<file path="src/rtl/alu_muldiv.sv">
// alu_muldiv: iterative multiply/divide unit with architectural HI/LO.
//
// Executes MULT/MULTU/DIV/DIVU one step per cycle (shift-add multiply,
// restoring divide), plus single-cycle MTHI/MTLO writes.
//
// Ports:
//   clk          rising-edge clock
//   reset        synchronous active-high reset; aborts any operation
//   start        issue request, sampled at the rising edge
//   op           0=MULT 1=MULTU 2=DIV 3=DIVU 4=MTHI 5=MTLO 6/7=no-op
//   lvalue       rs operand (multiplicand / dividend / MTHI-MTLO source)
//   rvalue       rt operand (multiplier / divisor)
//   busy         multi-cycle operation in flight; start ignored while high
//   done         one-cycle pulse when HI or LO has just been written
//   div_by_zero  valid with done; last DIV/DIVU had a zero divisor
//   hi, lo       HI and LO registers
module alu_muldiv #(
  parameter int WIDTH = 32
) (
  input  logic             clk,
  input  logic             reset,
  input  logic             start,
  input  logic [2:0]       op,
  input  logic [WIDTH-1:0] lvalue,
  input  logic [WIDTH-1:0] rvalue,
  output logic             busy,
  output logic             done,
  output logic             div_by_zero,
  output logic [WIDTH-1:0] hi,
  output logic [WIDTH-1:0] lo
);

  localparam int CNT_W = $clog2(WIDTH) + 1;

  typedef enum logic [1:0] {S_IDLE, S_CALC, S_FIX} state_t;

  state_t               state_q;
  logic [CNT_W-1:0]     cnt_q;
  // Multiply: {partial product, remaining multiplier bits}.
  // Divide:   {partial remainder, dividend bits / quotient bits}.
  logic [2*WIDTH-1:0]   acc_q;
  logic [WIDTH-1:0]     m_q;        // multiplicand or divisor magnitude
  logic                 is_div_q;
  logic                 neg_q;      // product / quotient must be negated
  logic                 neg_rem_q;  // remainder must be negated
  logic                 dbz_pend_q; // divisor was zero at issue
  logic                 busy_q, done_q, dbz_q;
  logic [WIDTH-1:0]     hi_q, lo_q;

  // Operand magnitudes for signed ops; the most-negative value maps to
  // 2^(WIDTH-1), which still fits in WIDTH unsigned bits.
  logic                 signed_op;
  logic [WIDTH-1:0]     l_mag, r_mag;

  // One step of each datapath.
  logic [WIDTH:0]       mul_sum;
  logic [2*WIDTH-1:0]   mul_next;
  logic [WIDTH:0]       div_shift, div_diff;
  logic                 div_ge;
  logic [2*WIDTH-1:0]   div_next;

  // Sign-corrected results used in FIX.
  logic [2*WIDTH-1:0]   prod_fix;
  logic [WIDTH-1:0]     quo_fix, rem_fix;

  always_comb begin
    signed_op = (op == 3'd0) || (op == 3'd2);
    l_mag     = (signed_op && lvalue[WIDTH-1]) ? -lvalue : lvalue;
    r_mag     = (signed_op && rvalue[WIDTH-1]) ? -rvalue : rvalue;

    mul_sum   = {1'b0, acc_q[2*WIDTH-1:WIDTH]} + (acc_q[0] ? {1'b0, m_q} : '0);
    mul_next  = {mul_sum, acc_q[WIDTH-1:1]};

    // The borrow bit div_diff[WIDTH] is exact because the partial remainder
    // is always below the divisor before the shift.
    div_shift = {acc_q[2*WIDTH-1:WIDTH], acc_q[WIDTH-1]};
    div_diff  = div_shift - {1'b0, m_q};
    div_ge    = ~div_diff[WIDTH];
    div_next  = {(div_ge ? div_diff[WIDTH-1:0] : div_shift[WIDTH-1:0]),
                 acc_q[WIDTH-2:0], div_ge};

    prod_fix  = neg_q ? -acc_q : acc_q;
    quo_fix   = neg_q ? -acc_q[WIDTH-1:0] : acc_q[WIDTH-1:0];
    rem_fix   = neg_rem_q ? -acc_q[2*WIDTH-1:WIDTH] : acc_q[2*WIDTH-1:WIDTH];
  end

  always_ff @(posedge clk) begin
    if (reset) begin
      state_q    <= S_IDLE;
      cnt_q      <= '0;
      acc_q      <= '0;
      m_q        <= '0;
      is_div_q   <= 1'b0;
      neg_q      <= 1'b0;
      neg_rem_q  <= 1'b0;
      dbz_pend_q <= 1'b0;
      busy_q     <= 1'b0;
      done_q     <= 1'b0;
      dbz_q      <= 1'b0;
      hi_q       <= '0;
      lo_q       <= '0;
    end else begin
      done_q <= 1'b0;
      case (state_q)
        S_IDLE: begin
          if (start) begin
            case (op)
              3'd0, 3'd1, 3'd2, 3'd3: begin
                state_q    <= S_CALC;
                busy_q     <= 1'b1;
                dbz_q      <= 1'b0;
                cnt_q      <= CNT_W'(WIDTH - 1);
                is_div_q   <= op[1];
                neg_q      <= signed_op && (lvalue[WIDTH-1] ^ rvalue[WIDTH-1]);
                neg_rem_q  <= signed_op && lvalue[WIDTH-1];
                dbz_pend_q <= op[1] && (rvalue == '0);
                if (op[1]) begin
                  acc_q <= {{WIDTH{1'b0}}, l_mag};
                  m_q   <= r_mag;
                end else begin
                  acc_q <= {{WIDTH{1'b0}}, r_mag};
                  m_q   <= l_mag;
                end
              end
              3'd4: begin
                hi_q   <= lvalue;
                done_q <= 1'b1;
                dbz_q  <= 1'b0;
              end
              3'd5: begin
                lo_q   <= lvalue;
                done_q <= 1'b1;
                dbz_q  <= 1'b0;
              end
              default: ; // reserved ops leave all state untouched
            endcase
          end
        end
        S_CALC: begin
          acc_q <= is_div_q ? div_next : mul_next;
          if (cnt_q == '0) begin
            state_q <= S_FIX;
          end else begin
            cnt_q <= cnt_q - 1'b1;
          end
        end
        S_FIX: begin
          if (is_div_q) begin
            // A zero divisor leaves the remainder equal to the dividend
            // magnitude, so the remainder sign fix restores lvalue exactly.
            lo_q <= dbz_pend_q ? {WIDTH{1'b1}} : quo_fix;
            hi_q <= rem_fix;
          end else begin
            hi_q <= prod_fix[2*WIDTH-1:WIDTH];
            lo_q <= prod_fix[WIDTH-1:0];
          end
          dbz_q   <= dbz_pend_q;
          done_q  <= 1'b1;
          busy_q  <= 1'b0;
          state_q <= S_IDLE;
        end
        default: state_q <= S_IDLE;
      endcase
    end
  end

  assign busy        = busy_q;
  assign done        = done_q;
  assign div_by_zero = dbz_q;
  assign hi          = hi_q;
  assign lo          = lo_q;

endmodule

</file>
<file path="config.mk">
export PLATFORM = sky130hd
export DESIGN_NAME = alu_muldiv
export DESIGN_NICKNAME = d
export VERILOG_FILES = /design/src/rtl/alu_muldiv.sv
export SDC_FILE = /design/constraint.sdc
export NUM_CORES = 1
export LEC_CHECK = 0
export CORE_MARGIN = 1.5
export CORE_UTILIZATION = 54
export CTS_CLUSTER_DIAMETER = 100
export DETAILED_ROUTE_END_ITERATION = 7
export PLACE_DENSITY = 0.88
export SKIP_CTS_REPAIR_TIMING = 1
export SLEW_MARGIN = 20
export SYNTH_ARGS = -nofsm -noshare
export SYNTH_HDL_FRONTEND = slang
export SYNTH_SLANG_ARGS = --single-unit
</file>
<file path="constraint.sdc">
create_clock -name clk -period 3.3 [get_ports clk]
set_input_delay 0.495 -clock clk [delete_from_list [all_inputs] [get_ports clk]]
set_output_delay 0.495 -clock clk [all_outputs]
set_load 0.01 [all_outputs]
</file>
Word level (Yosys, flattened, before mapping) --
Cells that the tools add are included.
Operators by class: add/sub/neg operators 8, multipliers 0, divide/modulo/power cells 0, order comparisons 0, equality and inequality tests 14, shifts and indexed selects 0, multiplexer cells 39, bitwise logic cells 2, reduce and logical (&&, ||, !) cells 22
Operator list (number):
- $mux 32 | 15
- $mux 64 | 4
- $neg 32->32 | 4
- $pmux 32 s2 | 2
- $pmux 64 s2 | 1
- $neg 64->64 | 1
- $add 32x32->33 | 1
- $sub 33x32->33 | 1
- $logic_not 32->1 | 1
- $reduce_and 3->1 | 7
- $mux 6 | 3
- $pmux 6 s2 | 1
- $ne 2x2->1 const B | 4
- $eq 3x2->1 const B | 2
- $eq 3x3->1 const B | 2
- $logic_not 6->1 | 1
- $mux 1 | 6
- $mux 2 | 3
- $ne 2x1->1 const B | 3
- $pmux 1 s2 | 3
- $reduce_or 6->1 | 1
- $sub 6x1->6 const B | 1
- $logic_and 1x1->1 | 4
- $pmux 2 s2 | 1
- other kinds (12) | 13
Storage, ports and cells: bits in registers 175, bits in latches 0, memory bits (writable) 0, memory bits (read-only) 0, output and inout port bits 67, word-level logic and storage cells 98, memories 0

Longest topological paths before layout --
word-level depth 8, mapped depth 15

Worst setup path after synthesis --
Ideal clock, no wire load.
path kind register to register, start register acc_q[0], end register acc_q[59], arrival time 3179 ps, required time 3214 ps, slack 35 ps, cell stages (with the launch flop) 15, path buffers 1, period minus slack after synthesis 3265 ps, cell sequence dfxtp_1 > inv_1 > clkbuf_1 > nor2_1 > ha_1 > nand2_1 > or4b_2 > a21oi_1 > or3_1 > a41o_1 > a31oi_1 > o21ai_0 > xor2_1 > o21ai_0 > a211oi_1
On the way: cells in the longest elaborated chain, start to end 4
RTL lines:
- start, declared | RTL line 41 | logic [2*WIDTH-1:0] acc_q;
- start signal, assigned | RTL line 118 | acc_q <= {{WIDTH{1'b0}}, l_mag};
- start signal, assigned | RTL line 121 | acc_q <= {{WIDTH{1'b0}}, r_mag};
- start signal, assigned | RTL line 140 | acc_q <= is_div_q ? div_next : mul_next;
- $mux 32 | RTL line 71 | mul_sum = {1'b0, acc_q[2*WIDTH-1:WIDTH]} + (acc_q[0] ? {1'b0, m_q} : '0);
- $add 32x32->33 | RTL line 71
- $mux 64 | RTL line 140
- $pmux 64 s2 | RTL line 104 | case (state_q)
Every way passes these cells. A chain may end at the register's enable or synchronous reset.

Worst setup path in the final report --
Same ends and word-level chain as after synthesis.

==> metrics.md <==
| Metric | Value |
|---|---|
| Result of the run | finished clean |
| Clk_lat worst skew | between 400 and 500 ps |
| Number of distinct library cells after synthesis | 67 |
| Wire length of the first global-routing pass | ~91000 um |
| Critical Path Slowest Stage Cell | o31ai_4 |
| Type of destination of the critical path | flop |
| H-tree level count | 4 |
| Synthesized area per cell | 7.24 um2 |
| Actual transition at the worst max-transition pin | between 1000 and 1500 ps |
| Detailed-route DRC error count | 0 |
| Maximum fanout along the worst path | 10 |
| Crit path time final | ~3200 ps |
| Number of buffers between clock root and the deepest sink | 2 |
| Critical path launch point type | flop |
| Die Width | 167 um |
| Clock tree from TritonCTS | yes |
| Standard-cell row count | 59 |
| Flip-flop and latch count after synthesis | ~180 |
| Peak supply drop | about 370 uV |
| TritonRoute pass-1 iters | 6 |
| Share of final-layout standard cells stronger than drive strength 1 | ~16% |
| CTS root buffer | clkbuf_16 |
| Pwr dens | just over 500 nW/um2 |
| LEAKAGE | about 7.7 nW |
| Count of maximum capacitance violations | 0 |
| Via count of the first global-routing pass | 15700 |
| Clock Sinks | ~180 |
| Routed len/inst | 22.7 um |
| Violation count after the first detailed-routing iteration | 2609 |
| Highest cell delay on the worst timing path | 370 ps |
| Final wirelength | roughly 60000 um |
| Clock tree skew after final layout | around 16 ps |
| I/O pins | approximately 140 |
| HP Class | flop to flop |
| Count of buffers inserted at the top-level ports | approximately 140 |
| Critical path class | flop to flop |
| Total CTS buffers | 17 |
| Worst EP arrival | between 3000 and 4000 ps |
| Core area | 26200 um2 |
| Antenna Cells | 0 |
| Asr flop ratio synth | 0% |
| Area growth from synthesis to final layout | 28.9% |
| Post-detailed-route count of antenna-violating nets | 0 |
| Largest delay contributor family on the critical path | compound AO/OA/AOI/OAI gates |
| Register clock-pin slew on the reported worst setup and hold paths | ~70 ps |
| Fmax | between 300 and 400 MHz |
| Count of final setup violators | 0 |
| Vias per inst | about 6.5 |
| Leftover overflow at the end of global routing | 0 |
| Number of slew-limit violations in the final report | 0 |
| Pin count of the biggest net entering global routing | 90 |
| Total number of nets in the final design | between 2000 and 2500 |
| Final total power | 9.57 mW |
| Slew margin rel. | about 33% |
| Synthesized cell area | between 10000 and 15000 um2 |
| Critical path data required time | roughly 3600 ps |
| DP Wirelength | 45800 um |
| Buf+Inv Stages, Crit Path | 3 |
| Setup TNS | 0 ps |
| Initial Utilization | about 55% |
| Post-synthesis cell count | ~2000 |
| Final-report hold violation count | 0 |
| Number of enable flip-flop cells after synthesis | 0 |
| Count of fill cells added during filler insertion | roughly 2200 |
| Portion of the post-synthesis area used by sequential elements | 24.1% |
| Unrepaired setup endpoints after global routing | true |
| Main flop type after synthesis | dfxtp_1 |
| Synthesized netlist net count | 2147 |
| Initial antenna violation count | 1 |
| Die Area | 27900 um2 |
| Gp weighted congestion | between 1 and 1.5 |
| Warnings from Yosys | 0 |
| Final critical-path share of the clock period | ~97% |
| All-layer global routing usage | approximately two fifths |
| Vert. Die Dim | between 150 and 200 um |
| Total vias in the final route | ~17000 |
| Commonest non-fill, non-tap cell in the layout | nor2_1 |
| Most frequent cells in the layout | nor2_1, buf_4, nand2_1 |
| Ordered list of cells on the worst path | inv_2 > buf_12 > nor2_1 > ha_2 > nor2b_1 > o31ai_4 > a21oi_4 > or3_4 > a41o_1 > a31oi_2 > o21ai_1 > buf_4 > xor2_1 > o21ai_0 > a211oi_1 |
==> flip-flops by register name (all words and copies together) (netlist names) <==
register and cells:
neg_rem_q 1, lo 32, cnt_q 6, acc_q 64, m_q 32, dbz_pend_q 1
is_div_q 1, hi 32, busy 1, div_by_zero 1, neg_q 1, done 1
state_q 2
==> layout make-up <==
cell class,instances,area [um2],share of cell area (%)
Multi-Input combinational cell,1638,10600,56.6
Sequential cell,175,3510,18.7
Timing Repair Buffer,391,3350,17.9
Clock buffer,20,457,2.44
Tap cell,335,419,2.24
Inverter,61,229,1.22
Clock inverter,12,158,0.842
==> synthesized netlist by cell type, types with 4 or more instances <==
master	number	area, um2
a221o_1	5	50.1
o221ai_1	23	201
o21ai_0	141	706
o21a_1	15	113
and2_1	13	81.3
buf_1	8	30.0
nor4_1	13	81.3
a311oi_1	11	96.3
xnor2_1	95	832
dfxtp_1	175	3500
nor2b_1	9	56.3
nand3_1	22	110
o211ai_1	26	195
a211o_1	4	35.0
or3_1	20	125
a2111oi_0	8	70.1
a31oi_1	18	113
or4_1	21	158
a211oi_1	55	413
o41ai_1	10	87.6
o2111ai_1	6	52.6
o21bai_1	6	45.0
a221oi_1	4	35.0
a21oi_1	180	901
o31ai_1	29	218
mux2i_1	71	711
nor2_1	294	1100
or2_2	9	56.3
and3_1	8	50.1
o22ai_1	14	87.6
a22oi_1	19	143
xor2_1	82	718
nand2_1	190	713
nor3_1	45	225
clkbuf_1	123	462
nand4_1	9	56.3
ha_1	70	876
a21o_1	41	308
nand2b_1	15	93.8
inv_1	60	225
==> power by group <==
part / total (mW) / internal, mW / switching [mW]
registers: 2.68 / 2.39 / 0.287
logic: 4.67 / 1.89 / 2.78
clock network: 2.23 / 1.24 / 0.988
total: 9.57 / 5.52 / 4.05
==> kinds of logic after synthesis <==
kind of cell	Yosys count	share of synthesized area [%]
AO/OA/AOI/OAI	634	27.9
XOR/XNOR	177	10.7
adder cells (fa/ha/maj)	72	6.31
buffers and inverters	192	4.96
flip-flops	175	24.1
multiplexers	72	4.97
AND/OR/NAND/NOR	683	21.0
==> through the flow <==
stage	instance area, um2	instances	utilization [%]	hold slack, ps	setup WS, ps
after floorplan	14500	2005	-	432	35.0
after global placement	17700	2592	67.7	442	-252
after detailed placement	17700	2592	67.7	447	-297
after CTS	18400	2624	70.1	456	-315
after global routing	18700	2632	71.4	477	-101
final	18700	2632	71.4	456	109
==> path summary, 6_finish.rpt <==
kind	startpoint	endpoint	slack, ps	depth (start not counted)
max	acc_q[0]	acc_q[59]	110	15
min	m_q[19]	m_q[19]	460	2
max reg2reg	acc_q[0]	acc_q[59]	110	15
min reg2reg	m_q[19]	m_q[19]	460	2
==> worst register-to-register path: cells and delay by family, from the launching register on <==
| kind | cells | cell delay (ps) |
|---|---|---|
| AND/OR/NAND/NOR | 3 | 650 |
| flip-flops | 1 | 360 |
| buffers and inverters | 3 | 350 |
| AO/OA/AOI/OAI | 7 | 1260 |
| adder cells (fa/ha/maj) | 1 | 290 |
| XOR/XNOR | 1 | 130 |
==> routing by layer <==
| metal | track usage, % | up-vias | routed length, um |
|---|---|---|---|
| met4 | 18.6 | 2 | 2710 |
| met2 | 60.6 | 1191 | 24600 |
| met1 | 58.8 | 8052 | 24100 |
| met3 | 9.55 | 175 | 8250 |
| met5 | 2.09 | - | 77 |
| li1 | - | 7784 | - |
Power figures use the tool's default switching activity.
